`config.mk`:
```
export PLATFORM = sky130hd
export DESIGN_NAME = pwl_compress_stream
export DESIGN_NICKNAME = d
export VERILOG_FILES = /design/src/rtl/pwl_compress_stream_pkg.sv /design/src/rtl/pwl_compress_stream_seg_encode.sv /design/src/rtl/pwl_compress_stream.sv
export SDC_FILE = /design/constraint.sdc
export NUM_CORES = 1
export LEC_CHECK = 0
export ABC_AREA = 1
export BUFFER_PORTS_ARGS = -buffer_cell sky130_fd_sc_hd__buf_2
export CAP_MARGIN = 40
export CORE_MARGIN = 2
export CORE_UTILIZATION = 55
export DETAILED_ROUTE_END_ITERATION = 12
export PLACE_DENSITY = 0.79
export SLEW_MARGIN = 30
export SYNTH_ARGS = -nofsm -noshare
export SYNTH_HDL_FRONTEND = slang
export SYNTH_SLANG_ARGS = --single-unit
```
`constraint.sdc`:
```
create_clock -name clk -period 4.27 [get_ports clk]
set_input_delay 1.0675 -clock clk [delete_from_list [all_inputs] [get_ports clk]]
set_output_delay 1.0675 -clock clk [all_outputs]
set_load 0.05 [all_outputs]
```
`src/rtl/pwl_compress_stream_pkg.sv`:
```
// Shared constants and types for the 8-bit -> 6-bit piecewise-linear
// compressor.
//
// The 6-bit code space is split into eight 3-bit segment indices, and each
// index has eight offset levels. The middle range [-8,7] has unit step and
// sixteen levels (codes 24..39), so it is split into two index slots:
// [-8,-1] uses base 24 and [0,7] uses base 32. As a result every code is
// simply base[seg] + off.
//
// Contents: segment boundary constants, per-segment lower bound and shift,
// code bases, S1 stage record type, and a code assembly helper.
package pwl_compress_stream_pkg;

  localparam int PWL_CODE_W = 6;
  localparam int PWL_SEG_W  = 3;
  localparam int PWL_OFF_W  = 3;

  // Input-domain segment boundaries.
  localparam logic signed [7:0] PWL_BND_N120 = -8'sd120;
  localparam logic signed [7:0] PWL_BND_N56  = -8'sd56;
  localparam logic signed [7:0] PWL_BND_N24  = -8'sd24;
  localparam logic signed [7:0] PWL_BND_N8   = -8'sd8;
  localparam logic signed [7:0] PWL_BND_ZERO = 8'sd0;
  localparam logic signed [7:0] PWL_BND_P8   = 8'sd8;
  localparam logic signed [7:0] PWL_BND_P24  = 8'sd24;
  localparam logic signed [7:0] PWL_BND_P56  = 8'sd56;
  localparam logic signed [7:0] PWL_BND_P120 = 8'sd120;

  typedef logic [PWL_SEG_W-1:0]  pwl_seg_t;
  typedef logic [PWL_OFF_W-1:0]  pwl_off_t;
  typedef logic [PWL_CODE_W-1:0] pwl_code_t;

  // Code base per segment index. Slots 3 and 4 together form the unit-step
  // middle segment, which starts at base 24.
  localparam pwl_code_t PWL_SEG_BASE [8] = '{
    6'd0, 6'd8, 6'd16, 6'd24, 6'd32, 6'd40, 6'd48, 6'd56
  };

  // Value subtracted before the shift. Segment 0 is anchored at -120, so the
  // clipped region below -120 lands on a negative offset and clamps to 0.
  localparam logic signed [8:0] PWL_SEG_LO [8] = '{
    -9'sd120, -9'sd56, -9'sd24, -9'sd8, 9'sd0, 9'sd8, 9'sd24, 9'sd56
  };

  // Step size of each segment, expressed as log2.
  localparam logic [1:0] PWL_SEG_SHIFT [8] = '{
    2'd3, 2'd2, 2'd1, 2'd0, 2'd0, 2'd1, 2'd2, 2'd3
  };

  // Contents of pipeline stage 1.
  typedef struct packed {
    pwl_seg_t seg;
    pwl_off_t off;
    logic     sat;
  } pwl_s1_t;

  function automatic pwl_code_t pwl_code(input pwl_seg_t seg, input pwl_off_t off);
    return PWL_SEG_BASE[seg] + {{(PWL_CODE_W-PWL_OFF_W){1'b0}}, off};
  endfunction

endpackage

```
`src/rtl/pwl_compress_stream_seg_encode.sv`:
```
// pwl_seg_encode: combinational segment and offset finder.
//
// Ports:
//   x   in   8-bit signed sample
//   seg out  3-bit segment index (0..7)
//   off out  3-bit floor level inside the segment (0..7)
module pwl_seg_encode
  import pwl_compress_stream_pkg::*;
(
  input  logic signed [7:0] x,
  output pwl_seg_t          seg,
  output pwl_off_t          off
);

  logic signed [8:0] x_ext;
  logic signed [8:0] rel;
  logic signed [8:0] shifted;

  always_comb begin
    if (x < PWL_BND_N56)       seg = 3'd0;
    else if (x < PWL_BND_N24)  seg = 3'd1;
    else if (x < PWL_BND_N8)   seg = 3'd2;
    else if (x < PWL_BND_ZERO) seg = 3'd3;
    else if (x < PWL_BND_P8)   seg = 3'd4;
    else if (x < PWL_BND_P24)  seg = 3'd5;
    else if (x < PWL_BND_P56)  seg = 3'd6;
    else                       seg = 3'd7;
  end

  // Nine bits are enough: the relative value spans -8 (x=-128 in seg 0)
  // to 71 (x=127 in seg 7).
  always_comb begin
    x_ext   = {x[7], x};
    rel     = x_ext - PWL_SEG_LO[seg];
    shifted = rel >>> PWL_SEG_SHIFT[seg];
  end

  // Clamp at both ends. The low clamp handles x < -120 in seg 0. The high
  // clamp handles x >= 120 in seg 7.
  always_comb begin
    if (shifted < 9'sd0)      off = 3'd0;
    else if (shifted > 9'sd7) off = 3'd7;
    else                      off = shifted[2:0];
  end

endmodule

```
`src/rtl/pwl_compress_stream.sv`:
```
// pwl_compress_stream: two-stage streaming 8-bit -> 6-bit PWL compressor
// with a saturation event counter.
//
// Ports:
//   clk, rstb               clock, synchronous active-low reset
//   in_valid/in_ready/in_data     input stream (signed 8-bit samples)
//   out_valid/out_ready/out_code  output stream (6-bit PWL codes)
//   out_sat                 the sample carried with out_code was clipped
//   clr_stat                synchronous clear of sat_cnt (wins over increment)
//   sat_cnt                 saturating count of clipped samples delivered
module pwl_compress_stream
  import pwl_compress_stream_pkg::*;
#(
  parameter int SAT_CNT_W = 16
) (
  input  logic                 clk,
  input  logic                 rstb,
  input  logic                 in_valid,
  output logic                 in_ready,
  input  logic signed [7:0]    in_data,
  output logic                 out_valid,
  input  logic                 out_ready,
  output logic [5:0]           out_code,
  output logic                 out_sat,
  input  logic                 clr_stat,
  output logic [SAT_CNT_W-1:0] sat_cnt
);

  logic                 s1_valid_q, s1_valid_d;
  pwl_s1_t              s1_q, s1_d;
  logic                 s2_valid_q, s2_valid_d;
  pwl_code_t            code_q, code_d;
  logic                 sat_q, sat_d;
  logic [SAT_CNT_W-1:0] cnt_q, cnt_d;

  pwl_seg_t enc_seg;
  pwl_off_t enc_off;
  logic     enc_sat;
  logic     s2_free;
  logic     s1_adv;
  logic     in_fire;
  logic     out_fire;

  pwl_seg_encode u_seg_encode (
    .x   (in_data),
    .seg (enc_seg),
    .off (enc_off)
  );

  // The segment/offset pair alone cannot tell -121 from -120, so the clip
  // flag is computed here and carried through S1.
  assign enc_sat = (in_data < PWL_BND_N120) || (in_data >= PWL_BND_P120);

  // S2 can take new data when it is empty or is being drained this cycle.
  // S1 can then move into S2, which frees S1 for a new sample.
  // in_ready is held low while reset is asserted.
  always_comb begin
    s2_free  = !s2_valid_q || out_ready;
    s1_adv   = s1_valid_q && s2_free;
    in_ready = rstb && (!s1_valid_q || s1_adv);
    in_fire  = in_valid && in_ready;
    out_fire = s2_valid_q && out_ready;
  end

  always_comb begin
    s1_valid_d = in_fire || (s1_valid_q && !s1_adv);
    s1_d       = s1_q;
    if (in_fire) begin
      s1_d.seg = enc_seg;
      s1_d.off = enc_off;
      s1_d.sat = enc_sat;
    end

    s2_valid_d = s1_adv || (s2_valid_q && !out_ready);
    code_d     = code_q;
    sat_d      = sat_q;
    if (s1_adv) begin
      code_d = pwl_code(s1_q.seg, s1_q.off);
      sat_d  = s1_q.sat;
    end

    cnt_d = cnt_q;
    if (clr_stat)
      cnt_d = '0;
    else if (out_fire && sat_q && (cnt_q != {SAT_CNT_W{1'b1}}))
      cnt_d = cnt_q + SAT_CNT_W'(1);
  end

  always_ff @(posedge clk) begin
    if (!rstb) begin
      s1_valid_q <= 1'b0;
      s1_q       <= '0;
      s2_valid_q <= 1'b0;
      code_q     <= '0;
      sat_q      <= 1'b0;
      cnt_q      <= '0;
    end else begin
      s1_valid_q <= s1_valid_d;
      s1_q       <= s1_d;
      s2_valid_q <= s2_valid_d;
      code_q     <= code_d;
      sat_q      <= sat_d;
      cnt_q      <= cnt_d;
    end
  end

  assign out_valid = s2_valid_q;
  assign out_code  = code_q;
  assign out_sat   = sat_q;
  assign sat_cnt   = cnt_q;

endmodule

```
=== Word level (Yosys, flattened, before mapping) ===
Memories as Yosys holds them, arrays and structs flattened.
Cells that the tools add are included.

* Memory bits (read-only): 136
* Register bits after elaboration: 32
* Memories kept: 3
* Bits of input ports: 13

{| class="wikitable"
|+ Memories
! memory !! depth !! width !! read ports !! clocked after Yosys merged registers in !! write ports !! line !! RTL
|-
| (name not given) || 8 || 9 || 1 || 0 || 0 || pwl_compress_stream_seg_encode.sv:34 || <nowiki>rel = x_ext - PWL_SEG_LO[seg];</nowiki>
|-
| (name not given) || 8 || 6 || 1 || 0 || 0 || pwl_compress_stream_pkg.sv:58 || <nowiki>return PWL_SEG_BASE[seg] + {{(PWL_CODE_W-PWL_OFF_W){1'b0}}, off};</nowiki>
|-
| (name not given) || 8 || 2 || 1 || 0 || 0 || pwl_compress_stream_seg_encode.sv:35 || <nowiki>shifted = rel >>> PWL_SEG_SHIFT[seg];</nowiki>
|}

* Equal/unequal tests: 1
* Multiplexer cells: 15
* Reductions and logical operators: 18
* $lt $le $gt $ge: 13
* Bitwise gates (word level): 3
* $add $sub $neg: 3
* Shifts and indexed selects: 1

{| class="wikitable"
|+ Operator list
! operator !! number
|-
| $mux W3 || 8
|-
| $mux W9 || 2
|-
| $add A16 B1 Y16 const B || 1
|-
| $lt A8 B6 Y1 const B || 2
|-
| $lt A8 B7 Y1 const B || 2
|-
| $ne A16 B16 Y1 const B || 1
|-
| $mux W6 || 2
|-
| $gt A9 B4 Y1 const B || 1
|-
| $lt A9 B1 Y1 const B || 1
|-
| $sshr A9 B2 Y9 || 1
|-
| $sub A8 B9 Y9 || 1
|-
| $ge A4 B4 Y1 const B || 2
|-
| $ge A8 B8 Y1 const B || 1
|-
| $logic_and A1 B1 Y1 || 8
|-
| $lt A8 B1 Y1 const B || 1
|-
| $lt A8 B4 Y1 const B || 1
|-
| $lt A8 B5 Y1 const B || 1
|-
| $lt A8 B8 Y1 const B || 1
|-
| $not A3 Y4 || 2
|-
| $add A6 B3 Y6 || 1
|-
| $logic_or A1 B1 Y1 || 5
|-
| $logic_not A1 Y1 || 4
|-
| $mux W2 || 2
|-
| $reduce_or A2 Y1 || 1
|-
| other kinds (2) || 2
|}

=== Depth between registers and ports, before layout ===
Gate-level depths: netlist (run 1).

* Word-level depth: 17
* Depth in mapped cells: 19
* Depth with buffers taken out: 19

=== By module ===
A second synthesis (run 1) with hierarchy kept.

* Cells, all modules: 340
* Area total of the unflattened synthesis: 2,208.4 um2

{| class="wikitable"
|+ By module, submodules not included
! module !! times used !! sequential area each (um2) !! area an instance (um2) !! cells an instance
|-
| pwl_compress_stream || 1 || 640.6 || 1,600.3 || 225
|-
| pwl_seg_encode || 1 || 0.0 || 608.1 || 115
|}

=== Worst setup path after synthesis (run 1) ===
OpenSTA, ideal clock, no wires.

* Path type: input-to-reg
* Start point: in in_data[7]
* End point: reg s1_q[1] in the netlist's numbering
* Arrival time: 3,601 ps
* Library setup time: 120 ps
* Data required time: 4,150 ps
* Slack: 549 ps
* Stages on the path: 19
* Cell sequence: buf_6 > nand2_2 > or2_2 > ha_1 > or2_1 > o21ai_4 > inv_1 > o21ai_0 > ha_1 > nand2_1 > nand2_1 > a31oi_1 > inv_1 > nand2_1 > nand3_1 > a21oi_1 > nand3_1 > nand2_1 > a21oi_1

* Longest elaborated chain between the ends: 17

{| class="wikitable"
|+ Ends and longest elaborated chain
! what !! line !! RTL
|-
| from (decl) || pwl_compress_stream.sv:20 || <nowiki>input logic signed [7:0] in_data,</nowiki>
|-
| $lt A8 B7 Y1 || pwl_compress_stream_seg_encode.sv:26 || <nowiki>else if (x < PWL_BND_P56) seg = 3'd6;</nowiki>
|-
| $mux W1 || pwl_compress_stream_seg_encode.sv:26 ||
|-
| $mux W3 || pwl_compress_stream_seg_encode.sv:25 || <nowiki>else if (x < PWL_BND_P24) seg = 3'd5;</nowiki>
|-
| $mux W3 || pwl_compress_stream_seg_encode.sv:24 || <nowiki>else if (x < PWL_BND_P8) seg = 3'd4;</nowiki>
|-
| $mux W3 || pwl_compress_stream_seg_encode.sv:23 || <nowiki>else if (x < PWL_BND_ZERO) seg = 3'd3;</nowiki>
|-
| $mux W3 || pwl_compress_stream_seg_encode.sv:22 || <nowiki>else if (x < PWL_BND_N8) seg = 3'd2;</nowiki>
|-
| $mux W3 || pwl_compress_stream_seg_encode.sv:21 || <nowiki>else if (x < PWL_BND_N24) seg = 3'd1;</nowiki>
|-
| $mux W3 || pwl_compress_stream_seg_encode.sv:20 || <nowiki>if (x < PWL_BND_N56) seg = 3'd0;</nowiki>
|-
| $not A3 Y4 (not written as such) || pwl_compress_stream_seg_encode.sv:34, pwl_compress_stream_seg_encode.sv:35 ||
|-
| $mem_v2 Z8 W9 || n/a ||
|-
| $mux W9 (not written as such) (2 in a row) || pwl_compress_stream_seg_encode.sv:34 ||
|-
| $sub A8 B9 Y9 || pwl_compress_stream_seg_encode.sv:34 ||
|-
| $sshr A9 B2 Y9 (*) || pwl_compress_stream_seg_encode.sv:35 ||
|-
| $gt A9 B4 Y1 || pwl_compress_stream_seg_encode.sv:42 || <nowiki>else if (shifted > 9'sd7) off = 3'd7;</nowiki>
|-
| $mux W3 || pwl_compress_stream_seg_encode.sv:42 ||
|-
| $mux W3 (*) || pwl_compress_stream_seg_encode.sv:41 || <nowiki>if (shifted < 9'sd0) off = 3'd0;</nowiki>
|-
| to (signal assigned) || pwl_compress_stream.sv:92 || <nowiki>s1_q <= '0;</nowiki>
|-
| to (signal assigned) || pwl_compress_stream.sv:99 || <nowiki>s1_q <= s1_d;</nowiki>
|-
| to (decl) || pwl_compress_stream.sv:30 || <nowiki>pwl_s1_t s1_q, s1_d;</nowiki>
|}

Every way passes the cells marked *; elsewhere a longest branch is shown, timed or not. The select of a mux whose other input is x is not followed.
A chain may end at the register's enable or synchronous reset.

=== Worst setup path after layout (run 1) ===
* Start point: in in_data[7]
* End point: reg s1_q[3] in the netlist's numbering

The elaborated chain is that of the path after synthesis.

==> results.sh, run 1 <==
export IMPL_synth_cell_types=35
export IMPL_crit_slowest_cell="ha_1"
export IMPL_firstDrtPassIters=4
export IMPL_grt_pass1_wl_mm=7.04
export IMPL_drcViolationCount=0
export IMPL_total_power_uw=681
export IMPL_final_hold_viol_count=0
export IMPL_stdcell_area_sq_um=2270
export IMPL_power_leakage_uw=0.00101
export IMPL_fin_worst_skew_ns=0.0106
export IMPL_place_port_buffers=37
export IMPL_layout_nets=344
export IMPL_start_util=0.584
export IMPL_drv_slew=0
export IMPL_crit_chain="buf_2 > nand2_2 > or2_2 > ha_1 > or2_1 > o21ai_4 > inv_1 > o21ai_0 > ha_1 > nand2_1 > nand2_1 > a31oi_1 > inv_1 > nand2_1 > nand3_1 > a21oi_1 > nand3_1 > nand2_1 > a21oi_1"
export IMPL_yosys_warnings=0
export IMPL_area_delta_synth_final_pct=14.6
export IMPL_track_usage=0.211
export IMPL_grt_max_degree=15
export IMPL_fin_ws_ns=0.530
export IMPL_die_area_sq_um=4090
export IMPL_final_cell_mix="nand2_1, inv_1, buf_2"
export IMPL_synth_area_leader_cell="dfxtp_1"
export IMPL_dpl_cell_area_sq_um=2200
export IMPL_cts_sinks=32
export IMPL_core_sq_um=3390
export IMPL_grt_ovfl_total=0
export IMPL_clk_pin_slew_ns=0.09
export IMPL_crit_type="in2reg"
export IMPL_setup_tns_final_ns=0
export IMPL_synth_top_area_frac=0.324
export IMPL_routed_via_count=1854
export IMPL_cts_root_buf="clkbuf_4"
export IMPL_io_pins=38
export IMPL_drtIter0Drc=109
export IMPL_synth_area_sq_um=1980
export IMPL_clk_latency_ns=0.32
export IMPL_ant_nets=0
export IMPL_path_max_fanout=9
export IMPL_drv_cap=0
export IMPL_min_period_ns=3.74
export IMPL_ir_worst_vdd_mv=0.131
export IMPL_cts_resized=0
export IMPL_hold_class="reg2reg"
export IMPL_rows=21
export IMPL_rsz0062_at_grt="false"
export IMPL_antenna_found_initial=0
export IMPL_vias_per_cell=5.01
export IMPL_slew_headroom=0.483
export IMPL_die_height_um=64.0
export IMPL_cts_tree="done"
export IMPL_dpl_hpwl_mm=3.16
export IMPL_powerDensity_nw_per_um2=300
export IMPL_post_cts_buffers=0
export IMPL_ys_ff_latch=32
export IMPL_post_route_util=0.669
export IMPL_end_kind="register"
export IMPL_die_x_um=64.0
export IMPL_first_global_vias=1629
export IMPL_clockBufferDepth=2
export IMPL_layout_worst_path_cycle_share=0.876
export IMPL_wl_mm=3.93
export IMPL_cts_buffers=5
export IMPL_drive_gt1_frac=0.228
export IMPL_preCtsSetupSlack_ns=0.194
export IMPL_setup_viol=0
export IMPL_max_stage_delay_ns=0.32
export IMPL_cp_data_arrival_time_ns=3.95
export IMPL_yosysSeqAreaShare=0.324
export IMPL_synth_area_per_cell_sq_um=6.99
export IMPL_synth_nets=303
export IMPL_netlist_top_cells_area="dfxtp_1, nand2_1, inv_1, nor2_1, nand3_1"
export IMPL_layout_commonest_cell="nand2_1"
export IMPL_startpoint_type="input port"
export IMPL_tightestPinTransition_ns=0.773
export IMPL_outcome="finished, final reports clean"
export IMPL_fmax_ghz=0.267
export IMPL_diodes=0
export IMPL_hold_buffers=0
export IMPL_htree_num_levels=2
export IMPL_place_congestion=0.878
export IMPL_wl_per_cell_um=10.6
export IMPL_required_ns=4.48
export IMPL_cpMostUsedCell="nand2_1"
export IMPL_synthCells=283
-- worst paths after layout --
path                      startpoint                       end  slack, ns  cells past startpoint
max                       in_data[7]      s1_q[3]$_SDFFE_PN0P_       0.53                     19
min             s1_q[3]$_SDFFE_PN0P_      s1_q[3]$_SDFFE_PN0P_       0.48                      2
max reg2reg  sat_cnt[0]$_SDFFE_PP0P_  sat_cnt[15]$_SDFFE_PP0P_       2.42                     10
min reg2reg     s1_q[3]$_SDFFE_PN0P_      s1_q[3]$_SDFFE_PN0P_       0.48                      2
-- layer usage --
| layer | share of wire | track usage |
|---|---|---|
| met5 | 0 | 0 |
| met3 | 0.062 | 0.0387 |
| met2 | 0.43 | 0.329 |
| met4 | 0.0097 | 0.0598 |
| met1 | 0.49 | 0.297 |
-- report_power, final --
part           switching, uW  total (uW)  internal (uW)
clock                   97.3         191           93.3
sequential              5.10         314            309
combinational            116         177           60.8
-- worst max-delay path, delay by kind of cell --
kind,cells,cell delay [ns]
fa+ha+maj,2,0.62
buf+inv,3,0.38
compound gates,5,0.81
simple gates,9,1.07
-- state kept, by name (all words and copies together), names as in the netlist --
name / count
out_valid: 1
sat_cnt: 16
s1_valid_q: 1
s1_q: 7
out_code: 6
out_sat: 1
-- per-stage QoR --
stage / hold WS, ns / cells
global placement: 0.456 / 363
detailed placement: 0.467 / 363
floorplan: 0.442 / 283
global route: 0.504 / 370
finish: 0.479 / 370
CTS: 0.483 / 370
-- cells in the mapped netlist (all sizes together) --
library cell,instances
xnor2,2
dfxtp,32
buf,1
clkinv,1
a21oi,18
nor2,35
xor2,1
and3,1
nand3,27
nand2,64
nand4,2
or2,3
a31oi,7
nor4,2
ha,6
clkbuf,2
o31ai,1
nand3b,1
nor3,8
nor3b,1
o21ai,24
fa,1
inv,43
-- kinds of logic after synthesis --
logic type / Yosys count / share of synthesized area
buffers and inverters: 47 / 0.0955
XOR/XNOR: 3 / 0.0171
flip-flops: 32 / 0.324
AO/OA/AOI/OAI: 50 / 0.138
AND/OR/NAND/NOR: 144 / 0.378
adder cells (fa/ha/maj): 7 / 0.0481
-- final cells by class --
cell class | instances | area [sq um]
clock buffer | 7 | 65.1
fill | 330 | 1120
inverter | 44 | 170
multi-input combinational | 204 | 1150
sequential | 32 | 641
tap | 46 | 57.6
timing repair buffer | 37 | 185
Power figures use the tool's default switching activity.
==> run 2: changes to the inputs <==
--- a/config.mk
+++ b/config.mk
@@ -10,9 +10,11 @@
 export CAP_MARGIN = 40
 export CORE_MARGIN = 2
 export CORE_UTILIZATION = 55
+export CTS_BUF_LIST = sky130_fd_sc_hd__clkbuf_16
 export DETAILED_ROUTE_END_ITERATION = 12
-export PLACE_DENSITY = 0.79
+export PLACE_DENSITY = 0.78
 export SLEW_MARGIN = 30
 export SYNTH_ARGS = -nofsm -noshare
 export SYNTH_HDL_FRONTEND = slang
+export SYNTH_HIERARCHICAL = 1
 export SYNTH_SLANG_ARGS = --single-unit
==> run 2 against run 1 <==
Compared with the run above: total power rose by 29%; die area rose by 11%; largest power group is now clock; global-route usage rose by 1.9 points.
==> results.sh, run 2 <==
export IMPL_hold_path_end="s1_q[3]$_SDFFE_PN0P_"
export IMPL_wl_mm=4.74
export IMPL_synth_top_family_by_area="simple AND/OR/NAND/NOR gates"
export IMPL_clockBufferDepth=2
export IMPL_switching_share=0.275
export IMPL_synth_mux_area_frac=0
export IMPL_end_kind="register"
export IMPL_io_pins=38
export IMPL_layout_nets=399
export IMPL_worstRegToRegCells=9
export IMPL_yosysSeqAreaShare=0.290
export IMPL_clk_latency_ns=0.28
export IMPL_synth_edf_count=0
export IMPL_powerDensity_nw_per_um2=342
export IMPL_clk_pin_slew_ns=0.05
export IMPL_synthCells=340
export IMPL_diodes=0
export IMPL_fmax_ghz=0.265
export IMPL_total_power_uw=880
export IMPL_drtIter0Drc=145
export IMPL_start_util=0.560
export IMPL_drv_cap=0
export IMPL_rows=23
export IMPL_track_usage=0.230
export IMPL_cpMostUsedCell="nand2_1"
export IMPL_synth_area_leader_cell="dfxtp_1"
export IMPL_final_cell_mix="nand2_1, inv_1, nor2_1"
export IMPL_largest_reg_flops=16
export IMPL_cp_data_arrival_time_ns=3.94
export IMPL_dpl_cell_area_sq_um=2410
export IMPL_die_x_um=67.4
export IMPL_setup_tns_final_ns=0
export IMPL_min_period_ns=3.78
export IMPL_slew_headroom=0.578
export IMPL_synth_adder_area_share=0.0431
export IMPL_synth_flop_cell="dfxtp_1"
export IMPL_area_delta_synth_final_pct=16.5
export IMPL_synth_area_per_cell_sq_um=6.50
export IMPL_synth_common_cells="nand2_1, inv_1, nor2_1"
export IMPL_dpl_hpwl_mm=3.56
export IMPL_place_congestion=0.931
export IMPL_intPower_uw=638
export IMPL_synth_top_area_frac=0.290
export IMPL_synth_area_sq_um=2210
export IMPL_antenna_found_initial=0
export IMPL_r2r_end="sat_cnt[2]$_SDFFE_PP0P_"
export IMPL_crit_type="in2reg"
export IMPL_synthXorXnorAreaFrac=0.0357
export IMPL_fillers=340
export IMPL_grt_pass1_wl_mm=7.84
export IMPL_layout_commonest_cell="nand2_1"
export IMPL_core_sq_um=3940
export IMPL_wl_per_cell_um=11.0
export IMPL_die_height_um=67.4
export IMPL_p_comb_frac=0.192
export IMPL_die_area_sq_um=4540
export IMPL_synth_nets=360
export IMPL_crit_buf_inv=4
export IMPL_cts_root_buf="clkbuf_16"
export IMPL_drcViolationCount=0
export IMPL_grt_max_degree=17
export IMPL_htree_num_levels=2
export IMPL_outcome="finished, final reports clean"
export IMPL_cts_sinks=32
export IMPL_hold_start="s1_q[3]$_SDFFE_PN0P_"
export IMPL_power_leakage_uw=0.00122
export IMPL_post_cts_buffers=0
export IMPL_grt_ovfl_total=0
export IMPL_netlist_top_cells_area="dfxtp_1, nand2_1, inv_1, nor2_1, nand3_1"
export IMPL_max_stage_delay_ns=0.47
export IMPL_async_flop_share=0
export IMPL_routed_via_count=2196
export IMPL_place_port_buffers=37
export IMPL_multi_input_area_sq_um=1350
export IMPL_hold_class="reg2reg"
export IMPL_startpoint_type="input port"
export IMPL_drive_gt1_frac=0.208
export IMPL_vias_per_cell=5.11
export IMPL_critPathLaunch="in_data[4]"
export IMPL_crit_family="simple AND/OR/NAND/NOR gates"
export IMPL_r2r_start="sat_cnt[0]$_SDFFE_PP0P_"
export IMPL_tightestPinTransition_ns=0.630
export IMPL_synth_compound_area_frac=0.115
export IMPL_cts_tree="done"
export IMPL_ys_ff_latch=32
export IMPL_switchingPower_uw=242
export IMPL_firstDrtPassIters=4
export IMPL_ir_worst_vdd_mv=0.206
export IMPL_setup_viol=0
export IMPL_yosys_warnings=6
export IMPL_cts_resized=0
export IMPL_seq_power_share=0.360
export IMPL_cts_buffers=5
export IMPL_path_max_fanout=8
export IMPL_layout_worst_path_cycle_share=0.885
export IMPL_synth_cell_types=29
export IMPL_final_hold_viol_count=0
export IMPL_register_area_sq_um=641
export IMPL_fin_worst_skew_ns=0.00596
export IMPL_stdcell_area_sq_um=2570
export IMPL_drv_slew=0
export IMPL_hold_buffers=0
export IMPL_crit_slowest_cell="fa_1"
export IMPL_reg2reg_slack_ns=2.49
export IMPL_crit_chain="buf_2 > nand3_1 > or2_2 > ha_1 > nand3b_1 > nand2_1 > inv_1 > o21ai_0 > fa_1 > nand2_1 > inv_1 > o21ai_1 > nand2_1 > nand2_1 > nand2_1 > nor2_1 > nand2_1 > nor2_2 > nand3_1 > nand2_1 > inv_1 > o21ai_0 > a21oi_1"
export IMPL_rsz0062_at_grt="false"
export IMPL_synth_simple_gate_area_frac=0.415
export IMPL_required_ns=4.44
export IMPL_hold_depth=2
export IMPL_p_clk_frac=0.449
export IMPL_first_global_vias=1818
export IMPL_synth_most_common_cell="nand2_1"
export IMPL_ant_nets=0
run 2: power groups by stage:
stage          registers (uW)  logic (uW)  clock network, uW
2_1_floorplan             340         117                  0
6_report                  317         169                395
3_3_place_gp              323         167                  0
3_5_place_dp              323         169                  0
5_1_grt                   318         194                416
4_1_cts                   317         170                401
run 2: metal layers:
metal / track usage / vias up / share of wire
met5: 0 / - / 0
met2: 0.405 / 54 / 0.49
met4: 0.107 / 0 / 0.015
li1: - / 1161 / -
met1: 0.258 / 976 / 0.45
met3: 0.0583 / 5 / 0.043
run 2: cells by family (layout without fill, tap and decap cells):
group           count (synthesis)  after routing
simple gates                  198            198
compound gates                 43             43
fa+ha+maj                       7              7
buf+inv                        51             91
xor+xnor                        9              9
flops                          32             32
run 2: worst max path at each step:
stage	end	slack [ns]	depth (start not counted)
3_3_place_gp	s1_q[3]$_SDFFE_PN0P_	0.23	23
6_report	s1_q[3]$_SDFFE_PN0P_	0.49	23
2_1_floorplan	s1_q[3]$_SDFFE_PN0P_	0.57	22
4_1_cts	s1_q[3]$_SDFFE_PN0P_	0.43	23
5_1_grt	s1_q[3]$_SDFFE_PN0P_	0.05	23
3_5_place_dp	s1_q[3]$_SDFFE_PN0P_	0.14	23
run 2: stage by stage:
| step | hold WS, ns | utilization | worst slack, ns | instances |
|---|---|---|---|---|
| 3_3_place_gp | 0.445 | 0.609 | 0.229 | 421 |
| 3_5_place_dp | 0.447 | 0.611 | 0.142 | 422 |
| 4_1_cts | 0.454 | 0.653 | 0.428 | 430 |
| 2_1_floorplan | 0.430 | - | 0.569 | 340 |
| 6_report | 0.449 | 0.653 | 0.492 | 430 |
| 5_1_grt | 0.502 | 0.653 | 0.0473 | 430 |
run 2: worst min-delay path, delay by kind of cell, from the launching register on:
family                 cells  cell delay [ns]
buffers and inverters      1             0.06
AO/OA/AOI/OAI              1             0.05
flip-flops                 1             0.29
run 2: final cells by class:
class | instances | area share
multi-input cells | 257 | 0.523
flip-flops and latches | 32 | 0.249
repair buffers | 38 | 0.0749
inverters | 45 | 0.0656
clock buffers | 5 | 0.0486
well taps | 50 | 0.0243
clock inverters | 3 | 0.0151
==> run 3: changes to the inputs <==
==> constraint.sdc (replaced) <==
create_clock -name clk -period 4.27 [get_ports clk]
set_input_delay 0.427 -clock clk [delete_from_list [all_inputs] [get_ports clk]]
set_output_delay 0.427 -clock clk [all_outputs]
set_load 0.05 [all_outputs]
==> run 3 against run 2 <==
Compared with the run above: largest cell class unchanged; hold slack worse by 0.011 ns; clock-buffer cell count unchanged; sequential share of layout area unchanged; highest routed layer unchanged; clock power about the same.
==> results.sh, run 3 (synthesis gave the netlist of run 2 again) <==
export IMPL_grt_max_degree=17
export IMPL_wl_mm=4.75
export IMPL_routed_via_count=2214
export IMPL_layout_nets=399
export IMPL_power_leakage_uw=0.00122
export IMPL_io_pins=38
export IMPL_cts_root_buf="clkbuf_16"
export IMPL_setup_tns_final_ns=0
export IMPL_final_cell_mix="nand2_1, inv_1, nor2_1"
export IMPL_rows=23
export IMPL_drive_gt1_frac=0.208
export IMPL_crit_chain="buf_2 > nand3_1 > or2_2 > ha_1 > nand3b_1 > nand2_1 > inv_1 > o21ai_0 > fa_1 > nand2_1 > inv_1 > o21ai_0 > nand2_1 > nand2_1 > nand2_1 > nor2_1 > nand2_1 > nor2_2 > nand3_1 > nand2_1 > inv_1 > o21ai_0 > a21oi_1"
export IMPL_crit_slowest_cell="fa_1"
export IMPL_intPower_uw=638
export IMPL_cts_buffers=5
export IMPL_reg2reg_slack_ns=2.52
export IMPL_place_port_buffers=37
export IMPL_ir_worst_vdd_mv=0.170
export IMPL_powerDensity_nw_per_um2=343
export IMPL_htree_num_levels=2
export IMPL_clockBufferDepth=2
export IMPL_die_height_um=67.4
export IMPL_cts_tree="done"
export IMPL_setup_viol=0
export IMPL_p_clk_frac=0.449
export IMPL_fmax_ghz=0.311
export IMPL_min_period_ns=3.22
export IMPL_slew_headroom=0.583
export IMPL_layout_commonest_cell="nand2_1"
export IMPL_p_comb_frac=0.192
export IMPL_largest_reg_flops=16
export IMPL_grt_ovfl_total=0
export IMPL_switchingPower_uw=244
export IMPL_crit_type="in2reg"
export IMPL_hold_class="in2reg"
export IMPL_drv_cap=0
export IMPL_post_cts_buffers=0
export IMPL_grt_pass1_wl_mm=8.04
export IMPL_layout_worst_path_cycle_share=0.753
export IMPL_start_util=0.560
export IMPL_first_global_vias=1894
export IMPL_die_x_um=67.4
export IMPL_max_stage_delay_ns=0.47
export IMPL_wl_per_cell_um=11.0
export IMPL_required_ns=4.43
export IMPL_tightestPinTransition_ns=0.623
export IMPL_cp_data_arrival_time_ns=3.38
export IMPL_drcViolationCount=0
export IMPL_crit_buf_inv=4
export IMPL_dpl_hpwl_mm=3.62
export IMPL_fin_worst_skew_ns=0.00547
export IMPL_antenna_found_initial=0
export IMPL_path_max_fanout=8
export IMPL_cts_sinks=32
export IMPL_outcome="finished, final reports clean"
export IMPL_end_kind="register"
export IMPL_post_route_util=0.653
export IMPL_firstDrtPassIters=4
export IMPL_clk_pin_slew_ns=0.05
export IMPL_drtIter0Drc=143
export IMPL_track_usage=0.230
export IMPL_area_delta_synth_final_pct=16.5
export IMPL_hold_buffers=0
export IMPL_core_sq_um=3940
export IMPL_vias_per_cell=5.15
export IMPL_switching_share=0.277
export IMPL_crit_family="simple AND/OR/NAND/NOR gates"
export IMPL_drv_slew=0
export IMPL_seq_power_share=0.360
export IMPL_startpoint_type="input port"
export IMPL_cpMostUsedCell="nand2_1"
export IMPL_ant_nets=0
export IMPL_cts_resized=0
export IMPL_die_area_sq_um=4540
export IMPL_place_congestion=0.934
export IMPL_clk_latency_ns=0.28
export IMPL_diodes=0
export IMPL_rsz0062_at_grt="false"
export IMPL_final_hold_viol_count=0
==> run 3: cell counts in the layout (fill, tap and decap cells not counted) <==
No cell type changed its count.
==> run 3: power by group through the flow <==
| stage | combinational, uW | clock (uW) | sequential, uW |
|---|---|---|---|
| after floorplan | 117 | 0 | 340 |
| after global placement | 167 | 0 | 323 |
| after detailed placement | 169 | 0 | 323 |
| after CTS | 170 | 400 | 317 |
| after global routing | 196 | 414 | 318 |
| final | 169 | 396 | 317 |
==> run 3: path summary, 6_finish.rpt <==
path                                         startpoint                 endpoint  cells past startpoint
worst min register to register     s1_q[3]$_SDFFE_PN0P_     s1_q[3]$_SDFFE_PN0P_                      2
worst max-delay path                         in_data[4]     s1_q[3]$_SDFFE_PN0P_                     23
worst max register to register  sat_cnt[0]$_SDFFE_PP0P_  sat_cnt[2]$_SDFFE_PP0P_                      9
worst min-delay path                           in_valid    s1_valid_q$_SDFF_PN0_                      3
==> run 3: final cells by class <==
| cell class | count | area, sq um |
|---|---|---|
| clock inverter | 3 | 38.8 |
| multi-input combinational | 257 | 1350 |
| tap | 50 | 62.6 |
| sequential | 32 | 641 |
| timing repair buffer | 38 | 193 |
| fill | 370 | 1370 |
| inverter | 45 | 169 |
| clock buffer | 5 | 125 |
==> run 3: tightest hold or removal path: stages <==
cell     delay, ns
buf_2         0.10
inv_1         0.07
a21oi_1       0.07
==> run 3: through the flow <==
step / worst slack, ns / instance area [sq um] / cells / hold WS [ns] / power (uW)
after floorplan: 1.21 / 2210 / 340 / 0.430 / 456
after global placement: 0.869 / 2400 / 421 / 0.445 / 489
after detailed placement: 0.784 / 2410 / 422 / 0.447 / 492
after CTS: 1.07 / 2570 / 430 / 0.436 / 887
after global routing: 0.543 / 2570 / 430 / 0.454 / 928
final: 1.05 / 2570 / 430 / 0.438 / 882
==> run 3: metal layers <==
| layer | track usage | share of wire |
|---|---|---|
| met5 | 0 | 0 |
| met4 | 0.0918 | 0.022 |
| met3 | 0.0450 | 0.048 |
| met2 | 0.420 | 0.50 |
| met1 | 0.261 | 0.43 |
